**src/rtl/alu_mdu_pkg.sv**
```systemverilog
`default_nettype none
// ============================================================================
// Module      : alu_mdu_pkg
// Description : Shared alu_defs: opcode encodings for the integer execution
//               unit (ALU, branch compare, RV32M) and the FSM state type.
// Revision    : 1.0 - initial release
// ============================================================================
package alu_mdu_pkg;

    localparam int c_OPCODE_WIDTH = 5;

    // Existing ALU encoding (1..15)
    localparam int c_OP_AND    = 1;
    localparam int c_OP_OR     = 2;
    localparam int c_OP_XOR    = 3;
    localparam int c_OP_ADD    = 4;
    localparam int c_OP_SUB    = 5;
    localparam int c_OP_SRL    = 6;
    localparam int c_OP_SRA    = 7;
    localparam int c_OP_SLL    = 8;
    localparam int c_OP_LT     = 9;
    localparam int c_OP_LTU    = 10;
    localparam int c_OP_EQ     = 11;
    localparam int c_OP_NE     = 12;
    localparam int c_OP_GE     = 13;
    localparam int c_OP_GEU    = 14;
    localparam int c_OP_JALR   = 15;

    // RV32M group (16..23)
    localparam int c_OP_MUL    = 16;
    localparam int c_OP_MULH   = 17;
    localparam int c_OP_MULHSU = 18;
    localparam int c_OP_MULHU  = 19;
    localparam int c_OP_DIV    = 20;
    localparam int c_OP_DIVU   = 21;
    localparam int c_OP_REM    = 22;
    localparam int c_OP_REMU   = 23;

    typedef enum logic [0:0] {
        S_IDLE = 1'b0,
        S_DIV  = 1'b1
    } state_t;

endpackage : alu_mdu_pkg
`default_nettype wire

```
**src/rtl/alu_mdu_div_iter.sv**
```systemverilog
`default_nettype none
// ============================================================================
// Module      : alu_mdu_div_iter
// Description : Iterative radix-2 restoring unsigned divider. One quotient
//               bit per enabled edge; quotient/remainder ports present the
//               values produced by the step taken on the coming edge so the
//               owner can capture the final result on the last step.
// Revision    : 1.0 - initial release
// ============================================================================
module alu_mdu_div_iter #(
    parameter int XLEN = 32
) (
    input  logic            clk_in,
    input  logic            rst_in,
    input  logic            en,
    input  logic            abort,
    input  logic            start,
    input  logic [XLEN-1:0] dividend,
    input  logic [XLEN-1:0] divisor,
    output logic            busy,
    output logic            last,
    output logic [XLEN-1:0] quotient,
    output logic [XLEN-1:0] remainder
);

    localparam int c_CW = $clog2(XLEN + 1);

    logic [c_CW-1:0] r_count;
    logic [XLEN-1:0] r_quo;
    logic [XLEN-1:0] r_rem;
    logic [XLEN-1:0] r_dvs;

    logic [XLEN:0]   w_shift;
    logic [XLEN:0]   w_diff;
    logic            w_fits;

    // Partial remainder shifted left by one with the next dividend bit.
    // The running remainder is always below the divisor, so a carry out of
    // XLEN bits can only happen when the trial subtraction succeeds.
    assign w_shift   = {r_rem, r_quo[XLEN-1]};
    assign w_diff    = w_shift - {1'b0, r_dvs};
    assign w_fits    = ~w_diff[XLEN];
    assign quotient  = {r_quo[XLEN-2:0], w_fits};
    assign remainder = w_fits ? w_diff[XLEN-1:0] : w_shift[XLEN-1:0];
    assign busy      = (r_count != '0);
    assign last      = (r_count == c_CW'(1));

    // Load on start, step while busy, drop the operation on abort.
    always_ff @(posedge clk_in or negedge rst_in) begin
        if (!rst_in) begin
            r_count <= '0;
            r_quo   <= '0;
            r_rem   <= '0;
            r_dvs   <= '0;
        end else if (en) begin
            if (abort) begin
                r_count <= '0;
            end else if (start) begin
                r_count <= c_CW'(XLEN);
                r_quo   <= dividend;
                r_rem   <= '0;
                r_dvs   <= divisor;
            end else if (busy) begin
                r_count <= r_count - c_CW'(1);
                r_quo   <= quotient;
                r_rem   <= remainder;
            end
        end
    end

endmodule : alu_mdu_div_iter
`default_nettype wire

```
**src/rtl/alu_mdu.sv**
```systemverilog
`default_nettype none
// ============================================================================
// Module      : alu_mdu
// Description : Integer execution unit: RV32I ALU/compare ops and RV32M
//               multiply (single cycle) and divide (iterative, with
//               ready/busy handshake). One tagged result per operation.
// Revision    : 1.0 - initial release
// ============================================================================
module alu_mdu
    import alu_mdu_pkg::*;
#(
    parameter int XLEN         = 32,
    parameter int ROB_WIDTH    = 4,
    parameter int OPCODE_WIDTH = c_OPCODE_WIDTH
) (
    input  logic                    clk_in,
    input  logic                    rst_in,
    input  logic                    rdy_in,
    input  logic                    clear_signal,
    input  logic                    cal_signal,
    input  logic [OPCODE_WIDTH-1:0] opcode,
    input  logic [XLEN-1:0]         lhs,
    input  logic [XLEN-1:0]         rhs,
    input  logic [ROB_WIDTH-1:0]    tag,
    output logic                    ready_out,
    output logic                    done_out,
    output logic [XLEN-1:0]         result_out,
    output logic [ROB_WIDTH-1:0]    tag_out
);

    localparam int c_SHW = $clog2(XLEN);

    state_t               r_state;
    logic                 r_done;
    logic [XLEN-1:0]      r_result;
    logic [ROB_WIDTH-1:0] r_tag;
    logic [ROB_WIDTH-1:0] r_div_tag;
    logic                 r_neg_q;
    logic                 r_neg_r;
    logic                 r_sel_rem;

    logic [c_SHW-1:0]     w_shamt;
    logic                 w_is_div;
    logic                 w_is_rem;
    logic                 w_signed_div;
    logic                 w_div_zero;
    logic                 w_div_ovf;
    logic                 w_special;
    logic [XLEN-1:0]      w_special_res;
    logic                 w_lhs_neg;
    logic                 w_rhs_neg;
    logic [XLEN-1:0]      w_lhs_mag;
    logic [XLEN-1:0]      w_rhs_mag;
    logic                 w_mul_lsgn;
    logic                 w_mul_rsgn;
    logic [XLEN:0]        w_mul_lext;
    logic [XLEN:0]        w_mul_rext;
    logic [2*XLEN-1:0]    w_mul_a;
    logic [2*XLEN-1:0]    w_mul_b;
    logic [2*XLEN-1:0]    w_prod;
    logic [XLEN-1:0]      w_fast;
    logic                 w_accept;
    logic                 w_div_start;
    logic                 w_div_busy;
    logic                 w_div_last;
    logic [XLEN-1:0]      w_div_quo;
    logic [XLEN-1:0]      w_div_rem;
    logic [XLEN-1:0]      w_div_res;

    assign w_shamt      = rhs[c_SHW-1:0];
    assign w_is_div     = (opcode >= OPCODE_WIDTH'(c_OP_DIV)) && (opcode <= OPCODE_WIDTH'(c_OP_REMU));
    assign w_is_rem     = (opcode == OPCODE_WIDTH'(c_OP_REM)) || (opcode == OPCODE_WIDTH'(c_OP_REMU));
    assign w_signed_div = (opcode == OPCODE_WIDTH'(c_OP_DIV)) || (opcode == OPCODE_WIDTH'(c_OP_REM));

    // Divide special cases resolve in one cycle without the iterative engine.
    assign w_div_zero    = (rhs == '0);
    assign w_div_ovf     = w_signed_div && (lhs == {1'b1, {(XLEN-1){1'b0}}}) && (rhs == '1);
    assign w_special     = w_div_zero || w_div_ovf;
    assign w_special_res = w_div_zero ? (w_is_rem ? lhs : '1)
                                      : (w_is_rem ? '0  : lhs);

    // Unsigned magnitudes for the engine; MIN maps onto itself, which is the
    // correct unsigned magnitude.
    assign w_lhs_neg = w_signed_div && lhs[XLEN-1];
    assign w_rhs_neg = w_signed_div && rhs[XLEN-1];
    assign w_lhs_mag = w_lhs_neg ? -lhs : lhs;
    assign w_rhs_mag = w_rhs_neg ? -rhs : rhs;

    // Multiplier: XLEN+1-bit sign/zero-extended operands, widened to 2*XLEN
    // so a single unsigned product yields the correct low 2*XLEN bits.
    assign w_mul_lsgn = (opcode == OPCODE_WIDTH'(c_OP_MULH)) || (opcode == OPCODE_WIDTH'(c_OP_MULHSU));
    assign w_mul_rsgn = (opcode == OPCODE_WIDTH'(c_OP_MULH));
    assign w_mul_lext = {w_mul_lsgn && lhs[XLEN-1], lhs};
    assign w_mul_rext = {w_mul_rsgn && rhs[XLEN-1], rhs};
    assign w_mul_a    = {{(XLEN-1){w_mul_lext[XLEN]}}, w_mul_lext};
    assign w_mul_b    = {{(XLEN-1){w_mul_rext[XLEN]}}, w_mul_rext};
    assign w_prod     = w_mul_a * w_mul_b;

    // Single-cycle result mux for everything except a normal divide.
    always_comb begin
        w_fast = '0;
        case (opcode)
            OPCODE_WIDTH'(c_OP_AND):    w_fast = lhs & rhs;
            OPCODE_WIDTH'(c_OP_OR):     w_fast = lhs | rhs;
            OPCODE_WIDTH'(c_OP_XOR):    w_fast = lhs ^ rhs;
            OPCODE_WIDTH'(c_OP_ADD):    w_fast = lhs + rhs;
            OPCODE_WIDTH'(c_OP_SUB):    w_fast = lhs - rhs;
            OPCODE_WIDTH'(c_OP_SRL):    w_fast = lhs >> w_shamt;
            OPCODE_WIDTH'(c_OP_SRA):    w_fast = $unsigned($signed(lhs) >>> w_shamt);
            OPCODE_WIDTH'(c_OP_SLL):    w_fast = lhs << w_shamt;
            OPCODE_WIDTH'(c_OP_LT):     w_fast = {XLEN{$signed(lhs) < $signed(rhs)}};
            OPCODE_WIDTH'(c_OP_LTU):    w_fast = {XLEN{lhs < rhs}};
            OPCODE_WIDTH'(c_OP_EQ):     w_fast = {XLEN{lhs == rhs}};
            OPCODE_WIDTH'(c_OP_NE):     w_fast = {XLEN{lhs != rhs}};
            OPCODE_WIDTH'(c_OP_GE):     w_fast = {XLEN{$signed(lhs) >= $signed(rhs)}};
            OPCODE_WIDTH'(c_OP_GEU):    w_fast = {XLEN{lhs >= rhs}};
            OPCODE_WIDTH'(c_OP_JALR):   w_fast = (lhs + rhs) & ~{{(XLEN-1){1'b0}}, 1'b1};
            OPCODE_WIDTH'(c_OP_MUL):    w_fast = w_prod[XLEN-1:0];
            OPCODE_WIDTH'(c_OP_MULH),
            OPCODE_WIDTH'(c_OP_MULHSU),
            OPCODE_WIDTH'(c_OP_MULHU):  w_fast = w_prod[2*XLEN-1:XLEN];
            OPCODE_WIDTH'(c_OP_DIV),
            OPCODE_WIDTH'(c_OP_DIVU),
            OPCODE_WIDTH'(c_OP_REM),
            OPCODE_WIDTH'(c_OP_REMU):   w_fast = w_special_res;
            default:                    w_fast = '0;
        endcase
    end

    assign ready_out   = (r_state == S_IDLE);
    assign w_accept    = rdy_in && !clear_signal && ready_out && cal_signal;
    assign w_div_start = w_accept && w_is_div && !w_special;

    alu_mdu_div_iter #(
        .XLEN (XLEN)
    ) u_div_iter (
        .clk_in    (clk_in),
        .rst_in    (rst_in),
        .en        (rdy_in),
        .abort     (clear_signal),
        .start     (w_div_start),
        .dividend  (w_lhs_mag),
        .divisor   (w_rhs_mag),
        .busy      (w_div_busy),
        .last      (w_div_last),
        .quotient  (w_div_quo),
        .remainder (w_div_rem)
    );

    // Sign correction of the final step: quotient negative when operand
    // signs differ, remainder follows the dividend.
    assign w_div_res = r_sel_rem ? (r_neg_r ? -w_div_rem : w_div_rem)
                                 : (r_neg_q ? -w_div_quo : w_div_quo);

    // Control FSM with registered result bus; rdy_in low freezes everything.
    always_ff @(posedge clk_in or negedge rst_in) begin
        if (!rst_in) begin
            r_state   <= S_IDLE;
            r_done    <= 1'b0;
            r_result  <= '0;
            r_tag     <= '0;
            r_div_tag <= '0;
            r_neg_q   <= 1'b0;
            r_neg_r   <= 1'b0;
            r_sel_rem <= 1'b0;
        end else if (rdy_in) begin
            r_done <= 1'b0;
            if (clear_signal) begin
                r_state <= S_IDLE;
            end else begin
                case (r_state)
                    S_IDLE: begin
                        if (cal_signal) begin
                            if (w_is_div && !w_special) begin
                                r_state   <= S_DIV;
                                r_div_tag <= tag;
                                r_neg_q   <= w_lhs_neg ^ w_rhs_neg;
                                r_neg_r   <= w_lhs_neg;
                                r_sel_rem <= w_is_rem;
                            end else begin
                                r_result <= w_fast;
                                r_tag    <= tag;
                                r_done   <= 1'b1;
                            end
                        end
                    end
                    S_DIV: begin
                        if (w_div_last) begin
                            r_result <= w_div_res;
                            r_tag    <= r_div_tag;
                            r_done   <= 1'b1;
                            r_state  <= S_IDLE;
                        end else if (!w_div_busy) begin
                            // Engine idle without a final step: recover.
                            r_state <= S_IDLE;
                        end
                    end
                    default: r_state <= S_IDLE;
                endcase
            end
        end
    end

    assign done_out   = r_done;
    assign result_out = r_result;
    assign tag_out    = r_tag;

endmodule : alu_mdu
`default_nettype wire
```
**config.mk**
```make
export PLATFORM = sky130hd
export DESIGN_NAME = alu_mdu
export DESIGN_NICKNAME = d
export VERILOG_FILES = /design/src/rtl/alu_mdu_pkg.sv /design/src/rtl/alu_mdu_div_iter.sv /design/src/rtl/alu_mdu.sv
export SDC_FILE = /design/constraint.sdc
export NUM_CORES = 2
export LEC_CHECK = 0
export CAP_MARGIN = 15
export CORE_MARGIN = 1.5
export CORE_UTILIZATION = 30
export DETAILED_ROUTE_END_ITERATION = 8
export GPL_TIMING_DRIVEN = 1
export HOLD_SLACK_MARGIN = 0.08
export PLACE_DENSITY_LB_ADDON = 0.05
export SLEW_MARGIN = 20
export SYNTH_ARGS = -nofsm -noshare
export SYNTH_HDL_FRONTEND = slang
export SYNTH_SLANG_ARGS = --single-unit
export TNS_END_PERCENT = 1
```
**constraint.sdc**
```tcl
create_clock -name clk_in -period 5.95 [get_ports clk_in]
set_input_delay 1.785 -clock clk_in [delete_from_list [all_inputs] [get_ports clk_in]]
set_output_delay 1.785 -clock clk_in [all_outputs]
set_load 0.005 [all_outputs]
```
Word level (Yosys, flattened, before mapping)
Index checks and enable logic that the tools add are counted.
Widths: inputs -> output; s select.
- $lt $le $gt $ge: 6
- eq/ne operators: 31
- mux-type cells: 36
- shifts and indexed selects: 3
- multipliers: 1
- reductions and logical operators: 30
- bitwise logic cells: 7
- $add $sub $neg: 8
- operators by type and width (kind ; number):
    $pmux 32 s18 ; 1
    $mux 32 ; 16
    $neg 32->32 ; 4
    $eq 32x32->1 const B ; 2
    $ge 32x32->1 ; 2
    $lt 32x32->1 ; 2
    $mul 33x33->64 ; 1
    $pmux 32 s2 ; 1
    $eq 5x4->1 const B ; 8
    $eq 5x5->1 const B ; 8
    $sub 33x32->33 ; 1
    $add 32x32->32 ; 1
    $and 32x32->32 ; 1
    $eq 32x32->1 ; 1
    $logic_not 32->1 ; 1
    $ne 32x32->1 ; 1
    $or 32x32->32 ; 1
    $shl 32x5->32 ; 1
    $shr 32x5->32 ; 1
    $sshr 32x5->32 ; 1
    $sub 32x32->32 ; 1
    $xor 32x32->32 ; 1
    $eq 5x3->1 const B ; 4
    $mux 6 ; 3
    25 further kinds ; 58
- word-level logic and storage cells: 134
- bits in registers: 147

Depth between registers and ports, before layout
- depth in word-level cells: 11
- mapped depth: 36

Cells and area by module
From an unflattened synthesis, not the netlist that was laid out.
- cell total of the unflattened synthesis: 7171
- area total of the unflattened synthesis: 58989.1 µm²
- modules (own cells, without submodules) (module ; seq. area each (µm²) ; area an instance (µm²) ; cells an instance ; times used):
    alu_mdu ; 1126.1 ; 52097.5 ; 6408 ; 1
    alu_mdu_div_iter ; 2552.4 ; 6891.6 ; 763 ; 1

Worst setup path after synthesis
Ideal clock, no wire load.
- path kind: input -> register
- start point: in rhs[2]
- end point: reg r_result[25], in the netlist result_out[25]
- buffers on the path: 6
- cell stages on the path: 35
- arrival time: 10.984 ns
- setup slack: -5.160 ns
- cell sequence: clkbuf_1 > inv_1 > clkbuf_1 > buf_1 > clkbuf_1 > clkbuf_1 > nor4_1 > fa_1 > inv_1 > fa_1 > inv_1 > fa_1 > inv_1 > fa_1 > inv_1 > fa_1 > fa_1 > fa_1 > inv_1 > fa_1 > inv_1 > ha_1 > clkbuf_1 > a21o_1 > a21o_1 > a21oi_1 > o21a_1 > o21ai_0 > a21o_1 > o21ai_0 > nand2b_1 > a21oi_1 > mux2i_1 > a21oi_1 > a221o_1
- longest elaborated chain between the ends: 7
- elaborated cells between the ends (all ways): 25
- RTL lines (item ; RTL line ; source):
    start, declared ; alu_mdu.sv:23 ; input logic [XLEN-1:0] rhs,
    branches (longest 7 deep; another with $mul 33x33->64) ; -- ;
    end signal, assigned ; alu_mdu.sv:181 ; r_result <= w_fast;
    end signal, assigned ; alu_mdu.sv:189 ; r_result <= w_div_res;
    end, declared ; alu_mdu.sv:35 ; logic [XLEN-1:0] r_result;
Several ways; the timed one is not identified. The select of a mux whose other input is x is not followed.
A chain may end at the register's enable or synchronous reset.

Worst setup path in the final report
- start point: in opcode[3]
- end point: reg r_result[25], in the netlist result_out[25]
- longest elaborated chain between the ends: 9
- elaborated cells between the ends (all ways): 48
- RTL lines (item ; RTL line ; source):
    start, declared ; alu_mdu.sv:21 ; input logic [OPCODE_WIDTH-1:0] opcode,
    branches (longest 9 deep; another with $mul 33x33->64) ; -- ;
Several ways; the timed one is not identified. The select of a mux whose other input is x is not followed.

==> summary.md <==
| Metric | Value |
|---|---|
| Remaining antenna violation count | `0` |
| H-Tree Depth | `4` |
| DR iter-0 viols | `4726` |
| CTS Buf Count | `17` |
| Cell Area, Synth | `0.05823 sq mm` |
| Family with the most delay on the worst path | `adder cells` |
| Skew final | `15.19 ps` |
| Netlist cell types | `93` |
| Die area | `0.1968 sq mm` |
| Die H | `443.6 microns` |
| GRT busiest layer | `met2` |
| CP startpoint kind | `primary input` |
| Most numerous cell on the critical path | `fa_1` |
| Bufs and invs on worst path | `9` |
| Crit share post-route | `166.3%` |
| Via density | `5.215` |
| Worst setup EP type | `flop` |
| RSZ-0062 raised after global routing | `yes` |
| Max cap viols | `0` |
| Top FF cell, synth | `dfrtp_1` |
| Chip Width | `443.6 microns` |
| Hold path startpoint | `r_div_tag[3]$_DFFE_PN0P_` |
| Final Max Tran Viols | `0` |
| IO Pins | `116` |
| CP required | `6280 ps` |
| Final Hold Fails | `0` |
| Critical path depth | `33` |
| Post-synth EDFFs | `0` |
| Share of layout cells above drive strength 1 | `20.45%` |
| CP peak stage delay | `610 ps` |
| Violated checks | `setup timing` |
| Synth-to-Final Area Change | `26.17%` |
| Met1 usage | `43.67%` |
| Met3 Usage GRT | `4.055%` |
| Reg clk slew, reported paths | `80 ps` |
| Number of setup violations in the final report | `32` |
| Port Buffer Count | `115` |
| CP Max Fanout | `6` |
| Routed via count | `55591` |
| Clock sinks | `147` |
| Worst min path class | `flop to flop` |
| Crit path max-delay cell type | `fa_2` |
| Worst slew margin | `25.79%` |
| Routing usage on met2 | `51.24%` |
| Clock Path Buffers | `2` |
| Wire length per cell | `29.26 microns` |
| Mean Syn Cell Area | `8.195 sq um` |
| DRC errors left | `0` |
| GPL Wtd Cong | `1.006` |
| Final cell count without fillers | `10660` |
| FF+latch count, synth | `147` |
| Vias in the first global route | `58268` |
| Hold path cells | `2` |
| Worst skew pair latency | `450 ps` |
| Sequential area share after synthesis | `6.317%` |
| Yosys top cell area share | `38.78%` |
| Setup ws final | `-3942 ps` |
| Async SR Flop Fraction | `100.0%` |
| CP Class | `primary input to flop` |
| Initial core utilization | `30.21%` |
| GRT Util Overall | `31.79%` |
| Hold Path End | `r_div_tag[3]$_DFFE_PN0P_` |
| Mapped Cells | `7106` |
| Overflow after GRT | `0` |
| Status | `complete, but fails checks` |
| Reg2reg end | `result_out[28]$_DFFE_PN0P_` |
| Hpwl dp | `268.7 mm` |
| Achievable Freq | `0.1011 GHz` |
| Worst flop-to-flop path startpoint | `u_div_iter.r_quo[31]$_DFFE_PN0P_` |
| Reg2Reg Depth | `27` |
| First-pass GRT wire length | `445.8 mm` |
| CP Launch Point | `opcode[3]` |
| Crit path arrival time | `10220 ps` |
| Leading area contributor after synthesis | `fa_1` |
| Nets | `9670` |
| Fill cells | `20286` |
| TritonCTS clock tree | `done` |
| Syn_nets | `8661` |
| Top cells by area in the synthesized netlist | `fa_1 39%, inv_1 8.6%, ha_1 7.5%` |
| Placed Cells | `10610` |
| Root Driver | `clkbuf_16` |
| CORE AREA | `0.1928 sq mm` |
| First-pass DRT Iterations | `5` |
| Num rows | `161` |
| Yosys warning count | `0` |
| R2r setup slk | `90 ps` |
| Actual slew at the worst max-slew pin | `1099 ps` |
| Largest net degree at the start of global routing | `92` |
| Final min period | `9892 ps` |
| Drt total wl | `311.9 mm` |
| Initial antenna violation count | `15` |
[tightest hold or removal path: stages, from the launching register on]
cell     delay (ps)
dfrtp_1         350
nand2_1          50
nand2_1          60
[placed cells by master, fill, tap and decap left out, types with 18 or more instances in the layout]
cell type and n:
buf_2 54, o21a_1 31, and3_1 24, nand4_1 34
nor4_1 37, xor2_1 50, a21o_1 65, a211oi_1 39
and2_1 18, mux2i_1 97, nor3_1 78, a31oi_1 46
fa_1 1119, ha_1 340, inv_1 1315, nor2b_1 20
o21ai_1 22, nand3_1 54, or3_1 29, nand2b_1 32
o31ai_1 37, dfrtp_1 147, buf_4 1199, o21ai_0 292
xnor2_1 150, nor2_1 626, a21oi_1 270, buf_12 121
o221ai_1 24, o22ai_1 84, clkdlybuf4s50_1 54, mux4_2 52
o211ai_1 47, nand2_1 1038
[flip-flops by register name (all words and copies together), names as in the netlist]
signal and count:
tag_out 4, r_sel_rem 1, done_out 1, r_neg_r 1, u_div_iter.r_rem 32, r_div_tag 4
u_div_iter.r_dvs 32, r_neg_q 1, u_div_iter.r_quo 32, result_out 32, r_state 1, u_div_iter.r_count 6
[area by class of cell]
type	count	area [sq um]	share of cell area (%)
Antenna cell	6	15.01	0.02044
Clock buffer	18	429.2	0.5841
Clock inverter	14	167.7	0.2282
Inverter	1354	5107	6.952
Multi-Input combinational cell	5155	48530	66.05
Sequential cell	147	3679	5.007
Tap cell	2526	3161	4.302
Timing Repair Buffer	1440	12390	16.86
[timing repair]
item                       4_1_cts  5_1_grt
setup buffers                   12        0
gates resized for setup        125       32
cloned                           1        0
setup endpoints to repair       32       32
pin swaps                       65       23
hold endpoints to repair         0        0
hold buffers                     0        0
[how the worst max path moves through the flow]
stage / slack (ps) / to
5_1_grt: -4170 / result_out[25]$_DFFE_PN0P_
4_1_cts: -3960 / result_out[25]$_DFFE_PN0P_
3_3_place_gp: -5200 / result_out[23]$_DFFE_PN0P_
3_5_place_dp: -5010 / result_out[27]$_DFFE_PN0P_
6_report: -3940 / result_out[25]$_DFFE_PN0P_
2_1_floorplan: -3930 / result_out[25]$_DFFE_PN0P_
[stage by stage]
| step | hold WS, ps | area, sq um | utilization [%] | worst slack, ps | TNS (ps) |
|---|---|---|---|---|---|
| global placement | 461.2 | 72100 | 37.40 | -5197 | -148430 |
| detailed placement | 466.3 | 72110 | 37.41 | -5007 | -148240 |
| finish | 484.9 | 73470 | 38.11 | -3942 | -118020 |
| CTS | 483.9 | 73320 | 38.03 | -3961 | -117810 |
| floorplan | 445.4 | 58560 | - | -3931 | -115960 |
| global route | 511.3 | 73460 | 38.10 | -4171 | -126150 |
[cells by family after synthesis]
group           share of synthesized area [%]
flops                                   6.317
compound gates                          13.53
simple gates                            15.08
buf+inv                                 11.68
mux                                     3.988
fa+ha+maj                               46.29
xor+xnor                                3.113
[cells in the mapped netlist, types with 13 or more instances]
| library cell | n |
|---|---|
| nor2b_1 | 22 |
| o221ai_1 | 26 |
| ha_1 | 349 |
| a31oi_1 | 49 |
| nand2_1 | 1044 |
| xnor2_1 | 157 |
| mux2i_1 | 100 |
| nor3_1 | 85 |
| nand2b_1 | 32 |
| and3_1 | 25 |
| nor4_1 | 42 |
| a22oi_1 | 16 |
| clkbuf_1 | 356 |
| nand3_1 | 55 |
| nor2_1 | 632 |
| a221oi_1 | 17 |
| o22ai_1 | 84 |
| and2_1 | 19 |
| nand4_1 | 34 |
| o21bai_1 | 19 |
| a21oi_1 | 283 |
| mux4_2 | 52 |
| a221o_1 | 14 |
| buf_1 | 83 |
| or2_2 | 19 |
| o31ai_1 | 41 |
| inv_1 | 1330 |
| or3_1 | 30 |
| o21ai_0 | 313 |
| a21o_1 | 66 |
| clkinv_1 | 15 |
| xor2_1 | 50 |
| dfrtp_1 | 147 |
| a211oi_1 | 48 |
| fa_1 | 1128 |
| o211ai_1 | 47 |
| o41ai_1 | 13 |
| o21a_1 | 32 |
[layer usage]
| layer | up-vias | share of wire (%) |
|---|---|---|
| li1 | 24556 | - |
| met1 | 28794 | 44 |
| met2 | 1867 | 45 |
| met3 | 358 | 5.8 |
| met4 | 16 | 4.5 |
| met5 | - | 0.034 |
Power is left out: the tool's default activity adds up to more than one toggle a clock period on the data nets, which glitch-free logic cannot reach.
